[config.mk]
export PLATFORM = sky130hd
export DESIGN_NAME = bus_master_ctrl_flat
export DESIGN_NICKNAME = d
export VERILOG_FILES = /design/src/rtl/bus_master_ctrl_if.sv /design/src/rtl/bus_master_ctrl.sv /design/src/flat_wrapper.sv
export SDC_FILE = /design/constraint.sdc
export NUM_CORES = 1
export LEC_CHECK = 0
export ABC_AREA = 1
export CORE_UTILIZATION = 41
export DETAILED_ROUTE_END_ITERATION = 8
export PLACE_DENSITY_LB_ADDON = 0.05
export SLEW_MARGIN = 0
export SYNTH_ARGS = -nofsm -noshare
export SYNTH_HDL_FRONTEND = slang
export SYNTH_SLANG_ARGS = --single-unit
[constraint.sdc]
create_clock -name clk -period 2.15 [get_ports clk]
set_input_delay 0.645 -clock clk [delete_from_list [all_inputs] [get_ports clk]]
set_output_delay 0.645 -clock clk [all_outputs]
set_load 0.005 [all_outputs]
[src/rtl/bus_master_ctrl_if.sv]
// Simple request/ready bus between a master and a slave.
// The master holds valid, read, addr and write_data; the slave answers with ready and read_data.
interface bus_if #(
    parameter int unsigned ADDR_W = 32,
    parameter int unsigned DATA_W = 32
);
    logic              valid;
    logic              read;
    logic [ADDR_W-1:0] addr;
    logic [DATA_W-1:0] write_data;
    logic              ready;
    logic [DATA_W-1:0] read_data;

    modport master (
        output valid, read, addr, write_data,
        input  ready, read_data
    );

    modport slave (
        input  valid, read, addr, write_data,
        output ready, read_data
    );
endinterface

[src/rtl/bus_master_ctrl.sv]
// Single-outstanding bus master: accepts a command, runs an address and a data phase
// on busc with a per-phase timeout, then presents one response.
module bus_master_ctrl #(
    parameter int unsigned ADDR_W         = 32,
    parameter int unsigned DATA_W         = 32,
    parameter int unsigned TIMEOUT_CYCLES = 16
) (
    input  logic              clk,
    input  logic              reset,
    input  logic              cmd_valid,
    output logic              cmd_ready,
    input  logic              cmd_read,
    input  logic [ADDR_W-1:0] cmd_addr,
    input  logic [DATA_W-1:0] cmd_wdata,
    output logic              rsp_valid,
    input  logic              rsp_ready,
    output logic [DATA_W-1:0] rsp_data,
    output logic              rsp_err,
    bus_if.master             busc
);
    localparam int unsigned CNT_W = 8;
    localparam logic [CNT_W-1:0] TO_LAST = CNT_W'(TIMEOUT_CYCLES - 1);

    typedef enum logic [1:0] {
        ST_IDLE       = 2'b00,
        ST_ADDR_PHASE = 2'b01,
        ST_DATA_PHASE = 2'b10,
        ST_RESP       = 2'b11
    } state_t;

    state_t             state_q;
    logic [CNT_W-1:0]   cnt_q;
    logic               bus_valid_q;
    logic               bus_read_q;
    logic [ADDR_W-1:0]  bus_addr_q;
    logic [DATA_W-1:0]  bus_wdata_q;
    logic               rsp_valid_q;
    logic [DATA_W-1:0]  rsp_data_q;
    logic               rsp_err_q;

    assign cmd_ready       = (state_q == ST_IDLE);
    assign rsp_valid       = rsp_valid_q;
    assign rsp_data        = rsp_data_q;
    assign rsp_err         = rsp_err_q;
    assign busc.valid      = bus_valid_q;
    assign busc.read       = bus_read_q;
    assign busc.addr       = bus_addr_q;
    assign busc.write_data = bus_wdata_q;

    // Ready always beats the timeout on the same edge; a phase times out after TIMEOUT_CYCLES low-ready cycles.
    always_ff @(posedge clk) begin
        if (!reset) begin
            state_q     <= ST_IDLE;
            cnt_q       <= '0;
            bus_valid_q <= 1'b0;
            bus_read_q  <= 1'b0;
            bus_addr_q  <= '0;
            bus_wdata_q <= '0;
            rsp_valid_q <= 1'b0;
            rsp_data_q  <= '0;
            rsp_err_q   <= 1'b0;
        end else begin
            case (state_q)
                ST_IDLE: begin
                    if (cmd_valid) begin
                        bus_read_q  <= cmd_read;
                        bus_addr_q  <= cmd_addr;
                        bus_wdata_q <= cmd_wdata;
                        bus_valid_q <= 1'b1;
                        cnt_q       <= '0;
                        state_q     <= ST_ADDR_PHASE;
                    end
                end
                ST_ADDR_PHASE: begin
                    if (busc.ready) begin
                        cnt_q   <= '0;
                        state_q <= ST_DATA_PHASE;
                    end else if (cnt_q == TO_LAST) begin
                        bus_valid_q <= 1'b0;
                        rsp_valid_q <= 1'b1;
                        rsp_data_q  <= '0;
                        rsp_err_q   <= 1'b1;
                        state_q     <= ST_RESP;
                    end else begin
                        cnt_q <= cnt_q + CNT_W'(1);
                    end
                end
                ST_DATA_PHASE: begin
                    if (busc.ready) begin
                        bus_valid_q <= 1'b0;
                        rsp_valid_q <= 1'b1;
                        rsp_data_q  <= bus_read_q ? busc.read_data : '0;
                        rsp_err_q   <= 1'b0;
                        state_q     <= ST_RESP;
                    end else if (cnt_q == TO_LAST) begin
                        bus_valid_q <= 1'b0;
                        rsp_valid_q <= 1'b1;
                        rsp_data_q  <= '0;
                        rsp_err_q   <= 1'b1;
                        state_q     <= ST_RESP;
                    end else begin
                        cnt_q <= cnt_q + CNT_W'(1);
                    end
                end
                ST_RESP: begin
                    if (rsp_ready) begin
                        rsp_valid_q <= 1'b0;
                        rsp_data_q  <= '0;
                        rsp_err_q   <= 1'b0;
                        state_q     <= ST_IDLE;
                    end
                end
                default: begin
                    state_q     <= ST_IDLE;
                    cnt_q       <= '0;
                    bus_valid_q <= 1'b0;
                    rsp_valid_q <= 1'b0;
                    rsp_data_q  <= '0;
                    rsp_err_q   <= 1'b0;
                end
            endcase
        end
    end
endmodule

[src/flat_wrapper.sv]
// flat-port wrapper written by rule: the top's interface ports become plain ports
module bus_master_ctrl_flat 
#(
    parameter int unsigned ADDR_W         = 32,
    parameter int unsigned DATA_W         = 32,
    parameter int unsigned TIMEOUT_CYCLES = 16
)
  (clk, reset, cmd_valid, cmd_ready, cmd_read, cmd_addr, cmd_wdata, rsp_valid, rsp_ready, rsp_data, rsp_err, busc_valid, busc_read, busc_addr, busc_write_data, busc_ready, busc_read_data);
  bus_if #(.ADDR_W(ADDR_W), .DATA_W(DATA_W)) busc_i ();
  input  logic clk;
  input  logic reset;
  input  logic cmd_valid;
  output logic cmd_ready;
  input  logic cmd_read;
  input  logic [ADDR_W-1:0] cmd_addr;
  input  logic [DATA_W-1:0] cmd_wdata;
  output logic rsp_valid;
  input  logic rsp_ready;
  output logic [DATA_W-1:0] rsp_data;
  output logic rsp_err;
  output wire logic [$bits(busc_i.valid)-1:0] busc_valid;
  output wire logic [$bits(busc_i.read)-1:0] busc_read;
  output wire logic [$bits(busc_i.addr)-1:0] busc_addr;
  output wire logic [$bits(busc_i.write_data)-1:0] busc_write_data;
  input wire logic [$bits(busc_i.ready)-1:0] busc_ready;
  input wire logic [$bits(busc_i.read_data)-1:0] busc_read_data;
  assign busc_valid = busc_i.valid;
  assign busc_read = busc_i.read;
  assign busc_addr = busc_i.addr;
  assign busc_write_data = busc_i.write_data;
  assign busc_i.ready = busc_ready;
  assign busc_i.read_data = busc_read_data;
  bus_master_ctrl #(.ADDR_W(ADDR_W), .DATA_W(DATA_W), .TIMEOUT_CYCLES(TIMEOUT_CYCLES)) u_core (.clk(clk), .reset(reset), .cmd_valid(cmd_valid), .cmd_ready(cmd_ready), .cmd_read(cmd_read), .cmd_addr(cmd_addr), .cmd_wdata(cmd_wdata), .rsp_valid(rsp_valid), .rsp_ready(rsp_ready), .rsp_data(rsp_data), .rsp_err(rsp_err), .busc(busc_i));
endmodule
==> results of run 1 <==
layout by cell type (no fill, tap or decap), types with 4 or more instances in the layout:
cell type | synthesis | final
nand3_2 | 6 | 6
inv_2 | 4 | 6
o21ai_0 | 78 | 77
nand2_1 | 82 | 81
ha_1 | 6 | 5
buf_4 | 0 | 10
a21oi_2 | 5 | 5
nor2_1 | 144 | 144
nand3_1 | 33 | 33
inv_1 | 31 | 29
buf_12 | 0 | 4
dfxtp_1 | 110 | 109
clkdlybuf4s50_1 | 0 | 200
a21oi_1 | 39 | 39
clkbuf_8 | 0 | 9
through the flow:
step / instance area (um^2) / TNS (ps) / setup slack (ps) / hold slack, ps
finish: 6800 / 0 / 168 / 478
global route: 6800 / 0 / 17.7 / 505
CTS: 6800 / 0 / 161 / 483
detailed placement: 6590 / -342 / -53.0 / 467
global placement: 6590 / 0 / 7.49 / 457
floorplan: 4420 / 0 / 529 / 460
cell type report:
cell class | count | area [um^2] | area share
clock buffers | 11 | 131 | 0.0193
repair buffers | 216 | 2170 | 0.319
multi-input cells | 407 | 1930 | 0.284
inverters | 36 | 138 | 0.0202
clock inverters | 5 | 57.6 | 0.00846
flip-flops and latches | 110 | 2200 | 0.324
well taps | 136 | 170 | 0.0250
synth_stat cells:
library cell and number:
inv_1 31, inv_2 4, ha_1 6, nand2_4 2
nand4_1 1, clkbuf_1 19, nor2_8 2, nor2_4 1
nand2_1 82, nor2_1 144, buf_6 6, buf_1 4
or2_1 1, nand3_2 6, nand3b_1 2, buf_2 2
xnor2_1 1, inv_4 1, o21bai_1 2, dfxtp_1 110
nand2_2 1, nand3_1 33, a21oi_2 5, a21oi_1 39
nor3_1 1, o21ai_0 78
metal layers:
layer / track usage / wire, um / up-vias / share of wire
met4: 0.0704 / 195 / 0 / 0.016
met1: 0.259 / 5230 / 2040 / 0.42
met2: 0.389 / 6050 / 146 / 0.48
met3: 0.0847 / 1110 / 16 / 0.088
li1: - / - / 2256 / -
met5: 0 / 0 / - / 0
power breakdown:
group | switching (mW) | leakage (nW) | internal, mW
Sequential | 0.0823 | 0.903 | 2.19
Clock | 0.698 | 0.0977 | 0.543
Combinational | 0.431 | 1.66 | 0.553
Total | 1.21 | 2.66 | 3.28
state kept, by name (all words and copies together) (netlist names):
signal	cells
u_core.rsp_err	1
u_core.busc.read	1
u_core.rsp_data	32
u_core.busc.valid	1
u_core.busc.write_data	32
u_core.cnt_q	8
u_core.busc.addr	32
u_core.state_q	2
u_core.rsp_valid	1
kinds of logic after synthesis:
logic type | count (synthesis) | share of synthesized area
xor gates and xnor gates | 1 | 0.00198
DFF | 110 | 0.498
adders and majority gates | 6 | 0.0170
AOI/OAI and AO/OA | 124 | 0.146
and+or+nand+nor | 276 | 0.268
buffers and inverters | 67 | 0.0683
tightest hold or removal path, stage by stage, from the launching register on:
cell and delay [ps]:
dfxtp_1 330, nand3_2 70, a21oi_2 40
repair_timing:
action | 4_1_cts | 5_1_grt
resized for setup | 6 | 1
endpoints found under the setup margin | 1 | 2
setup buffers | 1 | 0
hold buffers | 0 | 0
path summary, 6_finish.rpt:
| kind | end | startpoint | slack (ps) |
|---|---|---|---|
| max | u_core.cnt_q[5] | u_core.state_q[0] | 170 |
| min | u_core.rsp_data[1] | u_core.rsp_data[1] | 480 |
| max reg2reg | u_core.cnt_q[5] | u_core.state_q[0] | 170 |
| min reg2reg | u_core.rsp_data[1] | u_core.rsp_data[1] | 480 |
==> flow_summary.ini, run 1 <==
[global_route]
grt_first_pass_wirelength_um = 20200
grt_max_degree = 72
first_global_vias = 4295
antenna_found_initial = 0
overflow = 0
track_usage = 0.226

[clocking]
insertion_delay_ps = 370
clk_path_buf_depth = 2
cts_sinks = 110
cts-root-buf = clkbuf_8
cts_buffers = 9
htree_levels = 3
tritoncts = done
clkTransAtPathRegs_ps = 100

[routing]
wl_um = 12600
drt_drc_violations_left = 0
antenna_left = 0
drtIter0Drc = 233
viasPerCell = 4.84
dr_total_vias = 4458
first_pass_iters = 4
wire_per_inst_um = 13.7

[setup_path]
endpoint_kind = flip-flop
rr_worst_depth = 10
cpPeakStageDelay_ps = 390
critPathArrivalTime_ps = 2290
path_max_fanout = 7
cp_cell_sequence = inv_2, buf_4, ha_1, nand2_1, inv_2, nor2_1, nand2_1, nor2_1, o21ai_0, a21oi_1
startpoint_type = flip-flop
critPathKind = reg -> reg
cpMaxStageDelayCell = dfxtp_1
worstPathRequired_ps = 2460
path_delay_family = simple AND/OR/NAND/NOR gates
cp.depth = 10
path_buf_inv = 3

[sta]
hold_viol = 0
min_period_over_period = 0.922
slew_viol_final = 0
grt_setup_unrepaired = no
worstMarginPinSlew_ps = 617
max_freq_mhz = 505
relSlewSlack = 0.589
timing.final.crit_period_ps = 1980
setup_viol = 0
finClkSkew_ps = 14.6

[status]
outcome = finished clean

[power]
power_density_nw_per_um2 = 661
leakage_nw = 2.66
vdd_drop_max_uv = 425
finalPower_mw = 4.49

[logic_synthesis]
yosysSeqAreaShare = 0.498
synth_top_cell_by_area = dfxtp_1
synth_cell_types = 26
synth_nets = 692
syn_area_um2 = 4420
ys_ff_latch = 110
syn_inst = 584
avgSynthCellArea_um2 = 7.57
netlist_top_cells_area = dfxtp_1, nor2_1, o21ai_0, nand2_1, a21oi_1
ys_warn_count = 0
synth_top_cell_area_share = 0.498

[final_layout]
n_antenna_cell = 0
final_nets = 888
drive_gt1_frac = 0.0713
area_growth_pct = 53.9
finalCoreUtilization = 0.656
fillCellCount = 924
fin_cells = 921

[die]
initial_core_util = 0.426
rows = 37
dieHeight_um = 106
core-area_um2 = 10400
dieArea_um2 = 11200
ios = 203
die_w_um = 106

[placement]
gp_congestion = 0.906
place_inst = 904
port_buffers = 202
dp_hpwl_um = 8960

[hold_path]
hold_depth = 2
hold_class = reg -> reg

[flow_run]
maxCapViolations = 0
No activity file was read; power rests on OpenSTA's default activity.
==> run 2, diff against run 1 <==
- CORE_MARGIN: unset -> 10
- SKIP_LAST_GASP: unset -> 1
==> run 2 against run 1 <==
- combinational power increased by 2%
- setup slack about the same
- clock skew decreased by 6.2 ps
- worst hold slack improved by 1.4 ps
- sequential power about the same
- highest routed layer unchanged
==> flow_summary.ini, run 2 (synthesis results as in run 1) <==
[final_layout]
final_cell_area_um2 = 6840
fillCellCount = 888
fin_cells = 920
final_nets = 887
seqCellArea_um2 = 2200
multiInputGateArea_um2 = 1920
layout_common_cells = clkdlybuf4s50_1, nor2_1, dfxtp_1, nand2_1, o21ai_0
final_common_cell = clkdlybuf4s50_1
n_antenna_cell = 0
drive_gt1_frac = 0.0702
area_growth_pct = 54.8

[setup_path]
cp_cell_sequence = inv_2, ha_1, dlygate4sd2_1
reg2reg_from = u_core.state_q[0]
worstPathRequired_ps = 1500
critPathArrivalTime_ps = 1340
critPathKind = reg -> out
cpMaxStageDelayCell = dfxtp_1
path_max_fanout = 5
cpPeakStageDelay_ps = 380
rr_worst_depth = 7
rrSetupSlack_ps = 270
startpoint_type = flip-flop
endpoint_kind = output pin
r2r-end = u_core.rsp_data[2]

[status]
outcome = finished clean

[placement]
port_buffers = 202
placed_area_um2 = 6620
gp_congestion = 0.800
dp_hpwl_um = 10700
place_inst = 904

[routing]
drt_drc_violations_left = 0
antenna_left = 0
drtIter0Drc = 268
viasPerCell = 4.84
wire_per_inst_um = 15.6
dr_total_vias = 4453
wl_um = 14300
first_pass_iters = 4

[power]
pwr-share-comb = 0.215
p_int_mw = 3.43
vdd_drop_max_uv = 434
power_density_nw_per_um2 = 681
clock_power_share = 0.298
p_seq_frac = 0.487
p_sw_frac = 0.263
switching_power_mw = 1.22
leakage_nw = 2.68
finalPower_mw = 4.66

[sta]
relSlewSlack = 0.576
slew_viol_final = 0
hold_viol = 0
max_freq_mhz = 505
finalSetupTns_ps = 0
grt_setup_unrepaired = no
finClkSkew_ps = 8.37
min_period_over_period = 0.922
setup_viol = 0
timing.final.crit_period_ps = 1980
worstMarginPinSlew_ps = 629

[hold_path]
min_to = u_core.rsp_data[12]
worstHoldStart = u_core.rsp_data[12]
hold_class = reg -> reg
hold_depth = 2

[clocking]
htree_levels = 3
insertion_delay_ps = 370
clkTransAtPathRegs_ps = 100
clk_path_buf_depth = 2
cts_sinks = 110
cts_setup_buffers = 0
cts_buffers = 9
cts-root-buf = clkbuf_8
tritoncts = done

[flow_run]
maxCapViolations = 0

[die]
rows = 37
dieArea_um2 = 15300
initial_core_util = 0.424
dieHeight_um = 124
ios = 203
core-area_um2 = 10400
die_w_um = 124

[global_route]
first_global_vias = 4425
antenna_found_initial = 0
grt_first_pass_wirelength_um = 22200
track_usage = 0.182
grt_max_degree = 72
overflow = 0
-- run 2: how the worst max path moves through the flow --
stage,from,to,slack [ps],cells past startpoint
3_3_place_gp,busc_ready,u_core.cnt_q[5],-50,8
2_1_floorplan,rsp_ready,u_core.rsp_data[16],530,8
4_1_cts,u_core.state_q[0],cmd_ready,140,3
6_report,u_core.state_q[0],cmd_ready,170,3
3_5_place_dp,busc_ready,u_core.cnt_q[5],-100,8
5_1_grt,u_core.state_q[0],u_core.cnt_q[5],40,10
-- run 2: per-layer routing --
layer	vias to the layer above	wire (um)	global-route usage
li1	2259	-	-
met1	2022	5390	0.189
met2	152	6650	0.301
met3	20	1960	0.100
met4	0	359	0.0757
met5	-	0	0
-- run 2: what timing repair did --
item                       in CTS  in global routing
hold buffers                    0                  0
setup endpoints to repair       1                  0
resized for setup               3                  0
-- run 2: critical path, delay by kind of cell (launching register included) --
kind                     cells  cell delay (ps)
adder cells (fa/ha/maj)      1              220
buffers and inverters        2              360
flip-flops                   1              380
-- run 2: cell type report --
class / count / share of cell area
clock inverters: 6 / 0.0123
inverters: 36 / 0.0201
flip-flops and latches: 110 / 0.322
repair buffers: 215 / 0.320
clock buffers: 10 / 0.0201
well taps: 136 / 0.0249
multi-input cells: 407 / 0.280
-- run 2: power by group through the flow --
stage	sequential (mW)	clock, mW	combinational [mW]
4_1_cts	2.27	1.43	1.01
2_1_floorplan	2.32	0	0.378
3_5_place_dp	2.31	0	1.01
3_3_place_gp	2.30	0	0.999
6_report	2.27	1.39	0.999
5_1_grt	2.29	1.50	1.11
-- run 2: stage by stage --
stage / util / hold slack (ps) / worst slack, ps
3_3_place_gp: 0.635 / 462 / -54.5
6_report: 0.656 / 479 / 168
4_1_cts: 0.656 / 482 / 136
2_1_floorplan: - / 460 / 529
5_1_grt: 0.656 / 501 / 42.7
3_5_place_dp: 0.635 / 468 / -104
